**config.mk**
```make
export PLATFORM = sky130hd
export DESIGN_NAME = apb_controller
export DESIGN_NICKNAME = d
export VERILOG_FILES = /design/src/rtl/apb_bridge_pkg.sv /design/src/rtl/apb_controller.sv
export SDC_FILE = /design/constraint.sdc
export NUM_CORES = 1
export LEC_CHECK = 0
export CORE_UTILIZATION = 39
export DETAILED_ROUTE_END_ITERATION = 6
export GPL_TIMING_DRIVEN = 0
export HOLD_SLACK_MARGIN = 0.12
export PLACE_DENSITY_LB_ADDON = 0.25
export SLEW_MARGIN = 20
export SYNTH_ARGS = -nofsm -noshare
export SYNTH_HDL_FRONTEND = slang
export SYNTH_SLANG_ARGS = --single-unit
```
**constraint.sdc**
```tcl
create_clock -name Hclk -period 5.2 [get_ports Hclk]
set_input_delay 0.78 -clock Hclk [delete_from_list [all_inputs] [get_ports Hclk]]
set_output_delay 0.78 -clock Hclk [all_outputs]
set_load 0.02 [all_outputs]
```
**src/rtl/apb_bridge_pkg.sv**
```systemverilog
// Shared definitions for the AHB-to-APB bridge.
// Holds the APB master FSM state encoding (3-bit binary, ST_IDLE = 0) and
// the slave-select width, so the AHB slave interface, the APB controller
// and the testbench all agree on them.
package apb_bridge_pkg;

    localparam int SEL_W   = 3;
    localparam int STATE_W = 3;

    typedef enum logic [STATE_W-1:0] {
        ST_IDLE     = 3'd0,
        ST_WWAIT    = 3'd1,
        ST_READ     = 3'd2,
        ST_WRITE    = 3'd3,
        ST_WRITEP   = 3'd4,
        ST_RENABLE  = 3'd5,
        ST_WENABLE  = 3'd6,
        ST_WENABLEP = 3'd7
    } apb_state_e;

endpackage

```
**src/rtl/apb_controller.sv**
```systemverilog
// APB master sequencer for the AHB-to-APB bridge.
// Takes pipelined AHB transfer info and produces registered APB SETUP/ACCESS
// phases. Back-to-back writes pipeline through WRITEP/WENABLEP.
//
// Ports:
//   Hclk, Hresetn      clock, async active-low reset
//   valid, Hwrite      current AHB transfer request and direction
//   Hwritereg          Hwrite delayed one cycle
//   Haddr_1, Haddr_2   Haddr delayed one / two cycles
//   Hwdata_1           Hwdata delayed one cycle
//   Tempselx           one-hot slave select decoded from Haddr_1
//   Prdata             APB read data
//   Pwrite, Penable, Pselx, Paddr, Pwdata   registered APB outputs
//   Hreadyout          registered AHB ready (low = wait state)
//   Hrdata             combinational copy of Prdata
//
// state        | meaning
// -------------+---------------------------------------------------
// ST_IDLE      | no APB transfer in progress
// ST_WWAIT     | write accepted, waiting one cycle for Hwdata
// ST_READ      | read SETUP phase
// ST_WRITE     | write SETUP phase, no further transfer pending
// ST_WRITEP    | write SETUP phase, another transfer pending
// ST_RENABLE   | read ACCESS phase
// ST_WENABLE   | write ACCESS phase, nothing pending
// ST_WENABLEP  | write ACCESS phase, pending transfer follows
module apb_controller
    import apb_bridge_pkg::*;
#(
    parameter int ADDR_W = 32,
    parameter int DATA_W = 32
) (
    input  logic              Hclk,
    input  logic              Hresetn,
    input  logic              valid,
    input  logic              Hwrite,
    input  logic              Hwritereg,
    input  logic [ADDR_W-1:0] Haddr_1,
    input  logic [ADDR_W-1:0] Haddr_2,
    input  logic [DATA_W-1:0] Hwdata_1,
    input  logic [SEL_W-1:0]  Tempselx,
    input  logic [DATA_W-1:0] Prdata,
    output logic              Pwrite,
    output logic              Penable,
    output logic [SEL_W-1:0]  Pselx,
    output logic [ADDR_W-1:0] Paddr,
    output logic [DATA_W-1:0] Pwdata,
    output logic              Hreadyout,
    output logic [DATA_W-1:0] Hrdata
);

    apb_state_e              state_q, state_d;
    logic                    pwrite_q, pwrite_d;
    logic                    penable_q, penable_d;
    logic [SEL_W-1:0]        pselx_q, pselx_d;
    logic [ADDR_W-1:0]       paddr_q, paddr_d;
    logic [DATA_W-1:0]       pwdata_q, pwdata_d;
    logic                    hreadyout_q, hreadyout_d;

    always_ff @(posedge Hclk or negedge Hresetn) begin
        if (!Hresetn) begin
            state_q     <= ST_IDLE;
            pwrite_q    <= 1'b0;
            penable_q   <= 1'b0;
            pselx_q     <= '0;
            paddr_q     <= '0;
            pwdata_q    <= '0;
            hreadyout_q <= 1'b1;
        end else begin
            state_q     <= state_d;
            pwrite_q    <= pwrite_d;
            penable_q   <= penable_d;
            pselx_q     <= pselx_d;
            paddr_q     <= paddr_d;
            pwdata_q    <= pwdata_d;
            hreadyout_q <= hreadyout_d;
        end
    end

    always_comb begin
        state_d = state_q;
        case (state_q)
            ST_IDLE, ST_RENABLE, ST_WENABLE: begin
                if (!valid)      state_d = ST_IDLE;
                else if (Hwrite) state_d = ST_WWAIT;
                else             state_d = ST_READ;
            end
            ST_WWAIT:    state_d = valid ? ST_WRITEP : ST_WRITE;
            ST_READ:     state_d = ST_RENABLE;
            ST_WRITE:    state_d = valid ? ST_WENABLEP : ST_WENABLE;
            ST_WRITEP:   state_d = ST_WENABLEP;
            ST_WENABLEP: begin
                if (!Hwritereg)  state_d = ST_READ;
                else if (!valid) state_d = ST_WRITE;
                else             state_d = ST_WRITEP;
            end
            default:     state_d = ST_IDLE;
        endcase
    end

    // Outputs are decoded from the state being entered so they are valid
    // in the same cycle as the new state.
    always_comb begin
        pwrite_d    = pwrite_q;
        penable_d   = penable_q;
        pselx_d     = pselx_q;
        paddr_d     = paddr_q;
        pwdata_d    = pwdata_q;
        hreadyout_d = hreadyout_q;
        case (state_d)
            ST_IDLE: begin
                pselx_d     = '0;
                penable_d   = 1'b0;
                pwrite_d    = 1'b0;
                hreadyout_d = 1'b1;
            end
            ST_WWAIT: begin
                pselx_d     = '0;
                penable_d   = 1'b0;
                hreadyout_d = 1'b1;
            end
            ST_READ: begin
                paddr_d     = Haddr_1;
                pwrite_d    = 1'b0;
                pselx_d     = Tempselx;
                penable_d   = 1'b0;
                hreadyout_d = 1'b0;
            end
            ST_WRITE, ST_WRITEP: begin
                // Write address is two cycles old: data phase lags address.
                paddr_d     = Haddr_2;
                pwdata_d    = Hwdata_1;
                pwrite_d    = 1'b1;
                pselx_d     = Tempselx;
                penable_d   = 1'b0;
                hreadyout_d = 1'b0;
            end
            ST_RENABLE, ST_WENABLE, ST_WENABLEP: begin
                penable_d   = 1'b1;
                hreadyout_d = 1'b1;
            end
            default: begin
                pselx_d     = '0;
                penable_d   = 1'b0;
                hreadyout_d = 1'b1;
            end
        endcase
    end

    assign Pwrite    = pwrite_q;
    assign Penable   = penable_q;
    assign Pselx     = pselx_q;
    assign Paddr     = paddr_q;
    assign Pwdata    = pwdata_q;
    assign Hreadyout = hreadyout_q;
    assign Hrdata    = Prdata;

endmodule

```
; ---- Word-level counts from Yosys, hierarchy flattened
; Cells that the tools add are included.
[word_totals]
reg_bits = 73
output_inout_bits = 102
[op_classes]
n_eq_ne = 14
muxes = 11
reduce_logical = 13
[op_table]
columns = cell, n
row1 = 32-bit case mux with 2 select lines, 1
row2 = "3-bit == test, second input constant", 8
row3 = 3-bit case mux with 6 select lines, 1
row4 = "3-bit by 2-bit == test with 1-bit output, second input constant", 4
row5 = 5-bit OR reduction, 2
row6 = 3-bit OR reduction, 3
row7 = "3-bit by 1-bit == test with 1-bit output, second input constant", 2
row8 = 3-bit zero test, 2
row9 = 3-bit 2-to-1 mux, 2
row10 = 1-bit case mux with 2 select lines, 3
row11 = 3-bit case mux with 2 select lines, 1
row12 = 2-bit nonzero test, 3
row13 = 2-bit OR reduction, 3
row14 = 2-bit 2-to-1 mux, 2
row15 = 1-bit 2-to-1 mux, 1

; ---- Logic depth before layout (Yosys ltp)
[depth]
word_depth = 6
ltp_mapped = 5
ltp_nobuf = 4

; ---- Worst setup path before layout
; No wires, ideal clock.
[synth_timing]
kind = input to register
startpoint = in Hwrite
endpoint = reg paddr_q[14], in the netlist Paddr[14]
setup_ps = 125
arrival_time_ps = 1837
path_slack_ps = 3239
stages = 5
n_path_buf = 1
path_cell_list = and2b_1 -> o21ai_2 -> nor2_4 -> buf_6 -> mux2_2
[synth_via]
elab_chain_cells = 6
word_cells_on_any_way = 9
cone_classes = 3 x eq/ne / 4 x mux / 2 x reduce/logical
[synth_rtl]
columns = element, line_no
row1 = start: declaration, apb_controller.sv:36  ; input logic Hwrite,
row2 = 2-bit 2-to-1 mux (*), apb_controller.sv:85  ; else if (Hwrite) state_d = ST_WWAIT;
row3 = 2-bit 2-to-1 mux (*), apb_controller.sv:84  ; if (!valid) state_d = ST_IDLE;
row4 = 3-bit case mux with 6 select lines (*), apb_controller.sv:82  ; case (state_q)
row5 = 3-bit by 2-bit == test with 1-bit output or 3-bit == test (tied branches), apb_controller.sv:110  ; case (state_d)
row6 = 2-bit OR reduction, apb_controller.sv:110
row7 = 32-bit case mux with 2 select lines or 2-bit nonzero test (tied branches), --
row8 = end signal: assignment, apb_controller.sv:74  ; paddr_q <= paddr_d;
row9 = end: declaration, apb_controller.sv:56  ; logic [ADDR_W-1:0] paddr_q, paddr_d;
; Mark *: on every way between the ends. The rest lies on a longest branch, timed or not.
; A chain may end at the register's enable or synchronous reset.

; ---- Worst setup path after layout
[layout_timing]
startpoint = in valid
endpoint = reg paddr_q[2], in the netlist Paddr[2]
[layout_via]
elab_chain_cells = 6
word_cells_on_any_way = 11
cone_classes = 3 x eq/ne / 6 x mux / 2 x reduce/logical
[layout_rtl]
columns = element, line_no
row1 = start: declaration, apb_controller.sv:35  ; input logic valid,
row2 = 3-bit 2-to-1 mux, "apb_controller.sv:88, apb_controller.sv:94"
row3 = 3-bit 2-to-1 mux, apb_controller.sv:93  ; if (!Hwritereg) state_d = ST_READ;
row4 = 3-bit case mux with 6 select lines (*), apb_controller.sv:82
row5 = 3-bit by 2-bit == test with 1-bit output or 3-bit == test (tied branches), apb_controller.sv:110
row6 = 2-bit OR reduction, apb_controller.sv:110
row7 = 32-bit case mux with 2 select lines or 2-bit nonzero test (tied branches), --
; Marks and branches as above.

==> reports/metrics.yaml <==
grt:
  globalRouteTotalUtil_pct: 19.3
  grt-busiest-layer: "met2"
  use_met2_pct: 33.2
  grt_start_max_net_pins: 45
  antenna_found_initial: 0
  first_global_vias: 2842
  grt_pass1_wl_um: 14300
  overflow: 0
  grtUsageMet1_pct: 21.4
  grt.met3_usage_pct: 8.78
synth:
  netlist_instances: 244
  ys_top_cells_by_area: "dfrtp_1 (51%), mux2_2 (28%), buf_4 (7.0%)"
  ys.flop_type: "dfrtp_1"
  ys.warnings.count: 0
  ys_ff_latch: 73
  synthArstFlopShare_pct: 100
  synth_nets: 380
  avgSynthCellArea_um2: 14.4
  synth_top_area_cell: "dfrtp_1"
  syn_area_um2: 3520
  ys_seq_area_share_pct: 51.9
  synth-edff-count: 0
  synth_most_common_cell: "mux2_2"
  ys_top_cells_by_count: "mux2_2 (87), dfrtp_1 (72), buf_4 (33)"
  ys_types: 28
  synth_top_area_share_pct: 51.1
floorplanning:
  die_area_um2: 9420
  io_pins: 238
  start_util_pct: 40.4
  die_height_um: 97.1
  fp.coreArea_um2: 8720
  die_x_um: 97.1
  placementRows: 34
worst_setup_path:
  reg2reg_setup_slack_ps: 3270
  cp_num_cells: 6
  end_kind: "flop"
  crit_slowest_cell: "clkdlybuf4s50_1"
  arrival_ps: 2630
  worstPathMaxFanout: 10
  path_buf_inv: 2
  crit_path_end: "Paddr[2]$_DFFE_PN0N_"
  cp_cell_sequence: "clkdlybuf4s50_1 > and2b_1 > o21ai_2 > nor2_4 > buf_6 > mux2_2"
  worstReg2RegStart: "state_q[2]$_DFF_PN0_"
  crit_start: "valid"
  max_stage_delay_ps: 620
  crit_family: "buffers and inverters"
  reg2reg_depth: 4
  cp.required_ps: 5420
  critPathKind: "in -> reg"
  r2r_end: "Paddr[18]$_DFFE_PN0N_"
  cp-start-kind: "primary input"
timing:
  fin_crit_sh_pct: 46.3
  final.setup_skew_ps: 8.41
  slew-limit-headroom_pct: 57.6
  setup_violations: 0
  period_needed_ps: 2410
  slew_viol_final: 0
  max_freq_mhz: 415
  finalHoldViolCount: 0
  tns_ps: 0
  tightest_slew_ps: 629
  rsz0062_at_grt: "false"
job:
  drv_cap: 0
cells_and_area:
  synthToLayoutAreaGrowth_pct: 67.4
  diodes: 0
  fin_cells: 574
  drive_gt1_share_pct: 34.1
  fin_nets: 597
run_status:
  status: "completed"
hold_path:
  hp-class: "in -> async"
detailed_routing:
  drc_errors: 0
  ant_nets: 0
  drt_iter0_drc: 57
  vias: 2708
  dr.pass1.iters: 4
  routed_wl_um: 8800
  vias_per_cell: 4.72
  wire_per_inst_um: 15.3
clock_tree:
  ctsHoldBuffers: 0
  cts_resized: 0
  cts_max_level: 3
  numCtsBuffers: 9
  cts.sinks: 73
  cts_tree: "done"
  clk_latency_ps: 330
  clk_pin_slew_ps: 80
  cts_root_buf: "clkbuf_8"
  cts_setup_buffers: 0
  cts_max_path_buffers: 2
placement:
  finalWeightedCongestion: 0.772
  hpwlAfterDp_um: 7000
  numPortBuffers: 205
  place_inst: 558
power:
  p_per_area_nw_per_um2: 594
  leakagePower_nw: 2.46
  ir_drop_mv: 0.384
==> how the worst min path moves through the flow <==
stage | slack (ps) | depth (start not counted) | start | to
after global routing | 380 | 1 | Hresetn | Paddr[29]$_DFFE_PN0N_
after global placement | 460 | 1 | Pwrite$_DFFE_PN0P_ | Pwrite$_DFFE_PN0P_
after floorplan | 480 | 0 | Hresetn | Paddr[0]$_DFFE_PN0N_
after CTS | 370 | 1 | Hresetn | Paddr[29]$_DFFE_PN0N_
after detailed placement | 480 | 1 | Pwdata[25]$_DFFE_PN0N_ | Pwdata[25]$_DFFE_PN0N_
final | 370 | 1 | Hresetn | Paddr[29]$_DFFE_PN0N_
==> worst reg2reg max path: stages, from the launching register on <==
cell,delay [ps]
dfrtp_1,490
o31ai_4,440
buf_4,260
mux2_2,360
mux2_2,260
==> metrics by stage <==
step                setup WS [ps]  hold WS [ps]  instance area [um2]  total power, mW  utilization (%)
finish                       2790           367                 5900             3.50             67.7
global route                 2700           379                 5900             3.71             67.7
CTS                          2780           365                 5900             3.56             67.7
detailed placement           2410           476                 5740             3.17             65.8
global placement              826           462                 5710             3.11             65.5
floorplan                    3240           484                 3520             2.30                -
==> per-layer routing <==
layer  vias up  routed length (um)  part of all wire (%)
met2       143                4390                    50
met4         0                 108                   1.2
met5         -                   0                     0
li1       1269                   -                     -
met1      1287                3330                    38
met3         9                 980                    11
==> sequential cells by signal, summed over array words and instances (netlist names) <==
| signal | flops |
|---|---|
| Pwdata | 32 |
| state_q | 3 |
| Penable | 1 |
| Pwrite | 1 |
| Paddr | 32 |
| Hreadyout | 1 |
| Pselx | 3 |
==> power breakdown <==
group | internal (mW) | switching [mW] | leakage, nW
Sequential | 0.872 | 0.158 | 0.857
Combinational | 1.18 | 0.915 | 1.51
Clock | 0.173 | 0.203 | 0.0870
==> layout by cell type, fill, tap and decap left out, types with 2 or more instances in the layout <==
master,count
clkinv_2,3
inv_1,4
buf_6,9
o21ai_0,2
a22o_1,3
clkinv_4,2
dfrtp_1,72
mux2_2,87
nand4_1,2
o211ai_1,2
clkbuf_8,9
mux2_1,2
clkbuf_1,2
buf_4,34
a21oi_1,4
clkdlybuf4s50_1,204
mux2_4,7
nand2b_1,2
==> cell families after synthesis <==
| logic type | count (synthesis) | share of synthesized area, % |
|---|---|---|
| mux | 96 | 31.4 |
| simple gates | 9 | 1.67 |
| buf+inv | 47 | 10.5 |
| compound gates | 19 | 4.51 |
| flops | 73 | 51.9 |
==> cell type report <==
cell class,instances,area [um2]
clock buffers,11,131
multi-input cells,124,1330
repair buffers,206,2080
well taps,108,135
flip-flops and latches,73,1830
inverters,4,15.0
fillers,667,2820
clock inverters,5,32.5
plain buffers,43,357
(Power assumes the default switching activity.)
